**src/rtl/onehot_rr_arbiter.sv**
```systemverilog
// rtl/onehot_rr_arbiter.sv - 8-way arbiter with registered one-hot grant and bounded hold time
// Optional build macro: ARB_FIXED_PRIO_EN (fixed MSB-first priority instead of round-robin)

module onehot_rr_arbiter #(
    parameter int MAX_HOLD = 16,
    parameter int CNT_W    = 5
) (
    input  logic       clk,
    input  logic       rst_n,
    input  logic [7:0] req,
    output logic [7:0] grant,
    output logic       busy,
    output logic       grant_end,
    output logic       timeout
);

    typedef enum logic [1:0] {
        IDLE  = 2'd0,
        GRANT = 2'd1,
        GAP   = 2'd2
    } state_t;

    // Hold limit; with MAX_HOLD == 0 the counter simply saturates at all-ones.
    localparam logic [CNT_W-1:0] HOLD_LIM = CNT_W'(MAX_HOLD);
    localparam logic [CNT_W-1:0] HOLD_SAT = (MAX_HOLD != 0) ? HOLD_LIM : {CNT_W{1'b1}};

    state_t           state;
    logic [2:0]       gidx;
    logic [CNT_W-1:0] hold_cnt;
    logic [2:0]       sel;
    logic             req_g;
    logic             limit_hit;

`ifndef ARB_FIXED_PRIO_EN
    logic [2:0]       ptr;
`endif

    assign req_g     = req[gidx];
    assign limit_hit = (MAX_HOLD != 0) && (hold_cnt == HOLD_LIM);

`ifdef ARB_FIXED_PRIO_EN
    // Fixed priority: highest set request bit wins, matching the encoder's MSB-first precedence.
    always_comb begin
        sel = 3'd0;
        for (int k = 0; k < 8; k++) begin
            if (req[k]) begin
                sel = 3'(k);
            end
        end
    end
`else
    // Round-robin: first set request bit found scanning upward from ptr, wrapping mod 8.
    always_comb begin
        logic       found;
        logic [2:0] idx;
        sel   = 3'd0;
        found = 1'b0;
        idx   = 3'd0;
        for (int k = 0; k < 8; k++) begin
            idx = ptr + 3'(k);
            if (!found && req[idx]) begin
                sel   = idx;
                found = 1'b1;
            end
        end
    end
`endif

    // Arbitration FSM: IDLE picks a winner, GRANT holds it, GAP forces one zero cycle before IDLE.
    always_ff @(posedge clk or negedge rst_n) begin
        if (!rst_n) begin
            state     <= IDLE;
            grant     <= 8'h00;
            busy      <= 1'b0;
            grant_end <= 1'b0;
            timeout   <= 1'b0;
            gidx      <= 3'd0;
            hold_cnt  <= '0;
`ifndef ARB_FIXED_PRIO_EN
            ptr       <= 3'd0;
`endif
        end else begin
            case (state)
                IDLE: begin
                    grant_end <= 1'b0;
                    timeout   <= 1'b0;
                    if (|req) begin
                        grant    <= 8'h01 << sel;
                        gidx     <= sel;
                        busy     <= 1'b1;
                        hold_cnt <= CNT_W'(1);
                        state    <= GRANT;
                    end
                end
                GRANT: begin
                    // A dropped request takes precedence, so a tie with the limit is a normal release.
                    if (!req_g || limit_hit) begin
                        grant     <= 8'h00;
                        busy      <= 1'b0;
                        grant_end <= 1'b1;
                        timeout   <= limit_hit && req_g;
                        hold_cnt  <= '0;
`ifndef ARB_FIXED_PRIO_EN
                        ptr       <= gidx + 3'd1;
`endif
                        state     <= GAP;
                    end else if (hold_cnt != HOLD_SAT) begin
                        hold_cnt <= hold_cnt + CNT_W'(1);
                    end
                end
                GAP: begin
                    grant_end <= 1'b0;
                    timeout   <= 1'b0;
                    state     <= IDLE;
                end
                default: begin
                    grant     <= 8'h00;
                    busy      <= 1'b0;
                    grant_end <= 1'b0;
                    timeout   <= 1'b0;
                    state     <= IDLE;
                end
            endcase
        end
    end

endmodule

```
**config.mk**
```make
export PLATFORM = sky130hd
export DESIGN_NAME = onehot_rr_arbiter
export DESIGN_NICKNAME = d
export VERILOG_FILES = /design/src/rtl/onehot_rr_arbiter.sv
export SDC_FILE = /design/constraint.sdc
export NUM_CORES = 1
export LEC_CHECK = 0
export ABC_CLOCK_PERIOD_IN_PS = 5000
export CORE_MARGIN = 2
export CORE_UTILIZATION = 61
export DETAILED_ROUTE_END_ITERATION = 6
export PLACE_DENSITY = 0.86
export SYNTH_ARGS = -nofsm -noshare
export SYNTH_HDL_FRONTEND = slang
export SYNTH_SLANG_ARGS = --single-unit
```
**constraint.sdc**
```tcl
create_clock -name clk -period 5 [get_ports clk]
set_clock_uncertainty 0.2 [all_clocks]
set_input_delay 0.5 -clock clk [delete_from_list [all_inputs] [get_ports clk]]
set_output_delay 0.5 -clock clk [all_outputs]
set_load 0.01 [all_outputs]
```
After elaboration in Yosys (flattened, before gate mapping) --
Index checks and enable logic that the tools add are counted.
Operators by class: bitwise logic cells 1, mux-type cells 50, reduce and logical (&&, ||, !) cells 25, shift operators 1, eq/ne operators 7, magnitude comparators 9, add/sub/neg operators 9
Operators with widths (count):
- $lt 3x4->1 const B | 9
- $bmux 1 s3 | 9
- $mux 3 | 8
- $pmux 8 s3 | 1
- $mux 1 | 22
- $mux 8 | 2
- $mux 5 | 3
- $add 3x3->3 const B | 4
- $pmux 5 s2 | 1
- $logic_and 1x1->1 | 8
- $logic_not 1->1 | 8
- $reduce_or 8->1 | 1
- $shl 1x3->8 const A | 1
- $add 3x1->3 const B | 2
- $add 3x2->3 const B | 2
- $reduce_and 2->1 | 3
- $reduce_and 3->1 | 2
- $add 5x1->5 const B | 1
- $eq 5x5->1 const B | 1
- $ne 5x5->1 const B | 1
- $mux 2 | 2
- $ne 2x2->1 const B | 2
- $pmux 2 s2 | 1
- $ne 3x3->1 const B | 1
- other kinds (7) | 7
Storage, ports and cells: bits of input ports 10, logic and storage cells 110, register bits 24, output and inout bits 11

Depth between registers and ports, before layout --
depth after elaboration 27, depth in mapped cells 12

Worst setup path before layout --
OpenSTA, ideal clock, no wires.
path kind flip-flop to flip-flop, start register ptr[0], end register grant[0], stages on the path, launching flop included 13, arrival time 2.996 ns, setup slack 1.682 ns, setup time 0.122 ns, cell sequence dfrtp_1 -> buf_6 -> buf_6 -> inv_1 -> ha_1 -> buf_2 -> mux2_2 -> a221oi_4 -> a21boi_4 -> o211ai_1 -> a311o_1 -> o31a_2 -> a32o_1
Between the ends: cells in the longest elaborated chain, start to end 27, elaborated cells between the ends (all ways) 55
Ends and longest elaborated chain:
- from (decl) | RTL line 35 | logic [2:0] ptr;
- from (signal assigned) | RTL line 104 | ptr <= gidx + 3'd1;
- branches (longest 23 deep; another with $add 3x1->3)
- $mux 3 (*) | RTL line 61 | if (!found && req[idx]) begin
- $shl 1x3->8 (*) | RTL line 88 | grant <= 8'h01 << sel;
- $mux 8 (*) | RTL line 87 | if (|req) begin
- $pmux 8 s3 (*) | RTL line 83 | case (state)
- to (signal assigned) | RTL line 88
- to (decl) | RTL line 11 | output logic [7:0] grant,
Every way passes the cells marked *. The select of a mux whose other input is x is not followed. A chain may end at the register's enable or synchronous reset.

Worst setup path after layout --
start register ptr[0], end register grant[4]
The elaborated chain is that of the path after synthesis.

==> impl_metrics.xml <==
<?xml version="1.0" encoding="UTF-8"?>
<metrics>
  <group name="floorplanning">
    <metric name="count_of_standard_cell_rows" unit="">20</metric>
    <metric name="num_io_pins" unit="">21</metric>
    <metric name="floorplan.core_area" unit="µm²">3050</metric>
    <metric name="fp.dieArea" unit="µm²">3670</metric>
    <metric name="floorplan.die.width" unit="µm">60.6</metric>
    <metric name="start_util" unit="">0.641</metric>
    <metric name="die_height" unit="µm">60.6</metric>
  </group>
  <group name="clock_network">
    <metric name="cts_tree" unit="">yes</metric>
    <metric name="ctsHtreeMaxLevel" unit="">1</metric>
    <metric name="post-cts-setup-buffer-count" unit="">0</metric>
    <metric name="cts-hold-fix-buffers" unit="">0</metric>
    <metric name="clk_latency" unit="ps">330</metric>
    <metric name="clock_root_buffer" unit="">clkbuf_4</metric>
    <metric name="cts.repair.resized" unit="">0</metric>
    <metric name="cts_buffers" unit="">3</metric>
    <metric name="cts.sink_count" unit="">24</metric>
    <metric name="clk_pin_slew" unit="ps">130</metric>
    <metric name="clock_tree.buffer_depth" unit="">2</metric>
  </group>
  <group name="power_and_ir_drop">
    <metric name="swShare" unit="">0.484</metric>
    <metric name="power.leakage" unit="nW">0.886</metric>
    <metric name="internal_power" unit="W">0.000908</metric>
    <metric name="peakVddDrop" unit="V">0.000408</metric>
    <metric name="comb_power_share" unit="">0.721</metric>
    <metric name="power_density" unit="nW/µm²">793</metric>
    <metric name="p_seq_frac" unit="">0.199</metric>
    <metric name="net-switching-power" unit="W">0.000852</metric>
    <metric name="total_power" unit="W">0.00176</metric>
    <metric name="share_clk_of_total_power" unit="">0.080</metric>
  </group>
  <group name="synth">
    <metric name="synth_simple_gate_area_share" unit="">0.137</metric>
    <metric name="yosys-mux-area-fraction" unit="">0.223</metric>
    <metric name="yosys.area.top_type_share" unit="">0.307</metric>
    <metric name="synth_compound_area_frac" unit="">0.245</metric>
    <metric name="synth_seq_cells" unit="">24</metric>
    <metric name="synth_area" unit="µm²">1960</metric>
    <metric name="synthAdderAreaFrac" unit="">0.0320</metric>
    <metric name="post_synth_num_cell_types" unit="">60</metric>
    <metric name="dominantRegCellSynth" unit="">dfrtp_1</metric>
    <metric name="synth_largest_area_cell" unit="">dfrtp_1</metric>
    <metric name="postSynthAreaPerCell" unit="µm²">10.7</metric>
    <metric name="seq_area_frac_synth" unit="">0.307</metric>
    <metric name="number_of_synthesized_flops_with_an_enable_pin" unit="">0</metric>
    <metric name="synth_top_cells_by_area" unit="">dfrtp_1 (31%), mux4_2 (13%), a32o_1 (4.1%), mux2_2 (3.5%), nand2_1 (3.3%)</metric>
    <metric name="post_synthesis_instance_total" unit="">182</metric>
    <metric name="synth.yosys.warnings" unit="">0</metric>
    <metric name="combinational_family_with_the_most_area_after_synthesis" unit="">compound AO/OA/AOI/OAI gates</metric>
    <metric name="synth_xor_area_frac" unit="">0.0179</metric>
    <metric name="syn-num-nets" unit="">197</metric>
    <metric name="synth_async_sr_flop_share" unit="">1.00</metric>
  </group>
  <group name="setup_path">
    <metric name="critical_path.slowest_cell" unit="">dfrtp_1</metric>
    <metric name="reg2regPathDepth" unit="">9</metric>
    <metric name="worstSetupEndpointType" unit="">flip-flop</metric>
    <metric name="timing.critical_path.arrival" unit="ps">4080</metric>
    <metric name="crit-reg2reg-capture" unit="">grant[4]</metric>
    <metric name="startpoint_type" unit="">flip-flop</metric>
    <metric name="cp.required" unit="ps">5030</metric>
    <metric name="reg2reg_slack" unit="ps">960</metric>
    <metric name="cp_max_fo" unit="">17</metric>
    <metric name="slowest_delay" unit="ps">800</metric>
    <metric name="cp_cell_sequence" unit="">inv_1 &gt; ha_1 &gt; mux4_2 &gt; mux2_2 &gt; o2bb2a_4 &gt; nand4b_2 &gt; a32oi_1 &gt; nor2_1 &gt; a32o_1</metric>
    <metric name="regToRegStartpoint" unit="">ptr[0]</metric>
    <metric name="crit_type" unit="">reg2reg</metric>
  </group>
  <group name="drt">
    <metric name="routed_wire_length_per_instance" unit="µm">18.0</metric>
    <metric name="met3_length" unit="µm">129</metric>
    <metric name="routed-wl-met2" unit="µm">2290</metric>
    <metric name="drcViolationCount" unit="">0</metric>
    <metric name="drtIter0Drc" unit="">90</metric>
    <metric name="drt-pass1-iter-count" unit="">4</metric>
    <metric name="wl_met1" unit="µm">1840</metric>
    <metric name="highest_layer" unit="">met4</metric>
    <metric name="detail-route-antenna-nets" unit="">0</metric>
    <metric name="routed-via-count" unit="">1581</metric>
    <metric name="vias_per_cell" unit="">6.51</metric>
    <metric name="final_wirelength" unit="µm">4380</metric>
  </group>
  <group name="hold_path">
    <metric name="worst_hold_path.endpoint" unit="">busy</metric>
    <metric name="min_path_type" unit="">reg2reg</metric>
    <metric name="hold_path.startpoint" unit="">busy</metric>
    <metric name="hold_crit_depth" unit="">2</metric>
  </group>
  <group name="final_layout">
    <metric name="antenna-diode-count" unit="">0</metric>
    <metric name="final_net_count" unit="">215</metric>
    <metric name="layout-area-overhead-vs-synth" unit="%">13.4</metric>
    <metric name="finalCoreUtilization" unit="">0.727</metric>
    <metric name="fillCellCount" unit="">221</metric>
    <metric name="layout-drive-gt1-share" unit="">0.186</metric>
  </group>
  <group name="timing">
    <metric name="post-route-min-period" unit="ps">4040</metric>
    <metric name="final_critical_path_share_of_the_clock_period" unit="">0.809</metric>
    <metric name="worst_slew_margin_rel" unit="">0.312</metric>
    <metric name="finalSetupTns" unit="ps">0</metric>
    <metric name="max_slew_vio_count" unit="">0</metric>
    <metric name="grt_setup_unrepaired" unit="">false</metric>
    <metric name="fmaxAchievable" unit="MHz">247</metric>
    <metric name="timing.final.setup_violations" unit="">0</metric>
    <metric name="hold_violation_count_in_the_final_report" unit="">0</metric>
    <metric name="worst_pin_slew" unit="ps">1030</metric>
  </group>
  <group name="placed_design">
    <metric name="gp_congestion" unit="">0.893</metric>
    <metric name="hpwl" unit="µm">3360</metric>
    <metric name="placement.io_buffers" unit="">20</metric>
  </group>
  <group name="run">
    <metric name="max_cap_viol_count" unit="">0</metric>
  </group>
  <group name="grt">
    <metric name="grt_pass1_wl" unit="µm">7310</metric>
    <metric name="largest_net_degree_at_the_start_of_global_routing" unit="">25</metric>
    <metric name="track_usage" unit="">0.268</metric>
    <metric name="number_of_global_route_vias_before_repair" unit="">1544</metric>
    <metric name="grt_remaining_overflow" unit="">0</metric>
    <metric name="number_of_antenna_violations_at_the_first_check_in_global_routing" unit="">0</metric>
  </group>
  <group name="status">
    <metric name="status" unit="">completed</metric>
  </group>
</metrics>
[cell families (layout without fill, tap and decap cells)]
| logic type | after synthesis | after routing |
|---|---|---|
| compound gates | 56 | 56 |
| simple gates | 52 | 52 |
| mux | 26 | 26 |
| flops | 24 | 24 |
| buf+inv | 15 | 32 |
| fa+ha+maj | 5 | 5 |
| xor+xnor | 4 | 4 |
[worst max path at each step]
stage                           to    from  depth (start not counted)
after floorplan           grant[0]  ptr[0]                         12
after global placement    grant[5]  ptr[1]                          9
after detailed placement  grant[4]  ptr[0]                          9
after CTS                 grant[5]  ptr[0]                          8
after global routing      grant[5]  ptr[0]                          9
final                     grant[4]  ptr[0]                          9
[worst max-delay path, delay by kind of cell (launching register included)]
kind	cells	cell delay, ps
buffers and inverters	1	100
adders and majority gates	1	620
AOI/OAI and AO/OA	3	830
and+or+nand+nor	2	410
muxes	2	980
DFF	1	800
[synthesized netlist by cell type, types with 2 or more instances]
cell type  number
nand2b_1        3
nand2_1        17
o21ai_1         3
inv_1           8
mux2i_1         6
or4_1           2
a21o_1          2
buf_6           2
a41oi_1         2
buf_2           3
mux2_2          6
a32o_1          8
o21ai_0        11
a22oi_1         2
o31ai_1         3
o21a_1          2
clkbuf_1        2
ha_1            5
mux4_2         11
dfrtp_1        24
xor2_1          2
xnor2_1         2
nor2_1         10
nand3_1         3
nor3_1          2
nor2b_1         4
a21oi_1         4
[per-stage QoR]
step,instance area [µm²],cells,worst slack (ps),hold slack [ps]
4_1_cts,2220,243,954,296
3_5_place_dp,2170,239,973,265
2_1_floorplan,1960,182,1680,4.41
5_1_grt,2220,243,719,314
6_report,2220,243,956,293
3_3_place_gp,2170,239,1140,263
[power by group through the flow]
stage / Combinational, W / Sequential (W) / Clock (W)
after floorplan: 0.00104 / 0.000310 / 0
after global placement: 0.00121 / 0.000352 / 0
after detailed placement: 0.00126 / 0.000356 / 0
after CTS: 0.00126 / 0.000351 / 0.000142
after global routing: 0.00137 / 0.000363 / 0.000147
final: 0.00127 / 0.000350 / 0.000141
[placed cells by master (no fill, tap or decap), drive strengths merged, types with 4 or more instances in the layout]
cell type and n:
a21oi 5, a32o 8, clkdlybuf4s50 20, dfrtp 24, ha 5, inv 8
mux2 7, mux2i 7, mux4 12, nand2 18, nor2 11, nor2b 4
o21ai 14, o31ai 4
[layer usage]
metal  track usage  vias to the layer above
met5             0                        -
met4         0.124                        0
met3        0.0256                       14
met2         0.458                       42
met1         0.345                      779
li1              -                      746
[registers in the layout (all words and copies together), names as in the netlist]
| signal | count |
|---|---|
| timeout | 1 |
| hold_cnt | 5 |
| grant_end | 1 |
| ptr | 3 |
| gidx | 3 |
| grant | 8 |
| state | 2 |
| busy | 1 |
[final cells by class]
class / count / area (µm²) / area share
Multi-Input combinational cell: 143 / 1280 / 0.577
Sequential cell: 24 / 601 / 0.271
Timing Repair Buffer: 20 / 200 / 0.0902
Tap cell: 44 / 55.1 / 0.0248
Clock inverter: 1 / 30.0 / 0.0135
Inverter: 8 / 30.0 / 0.0135
Clock buffer: 3 / 22.5 / 0.0102
(Power assumes the default switching activity.)
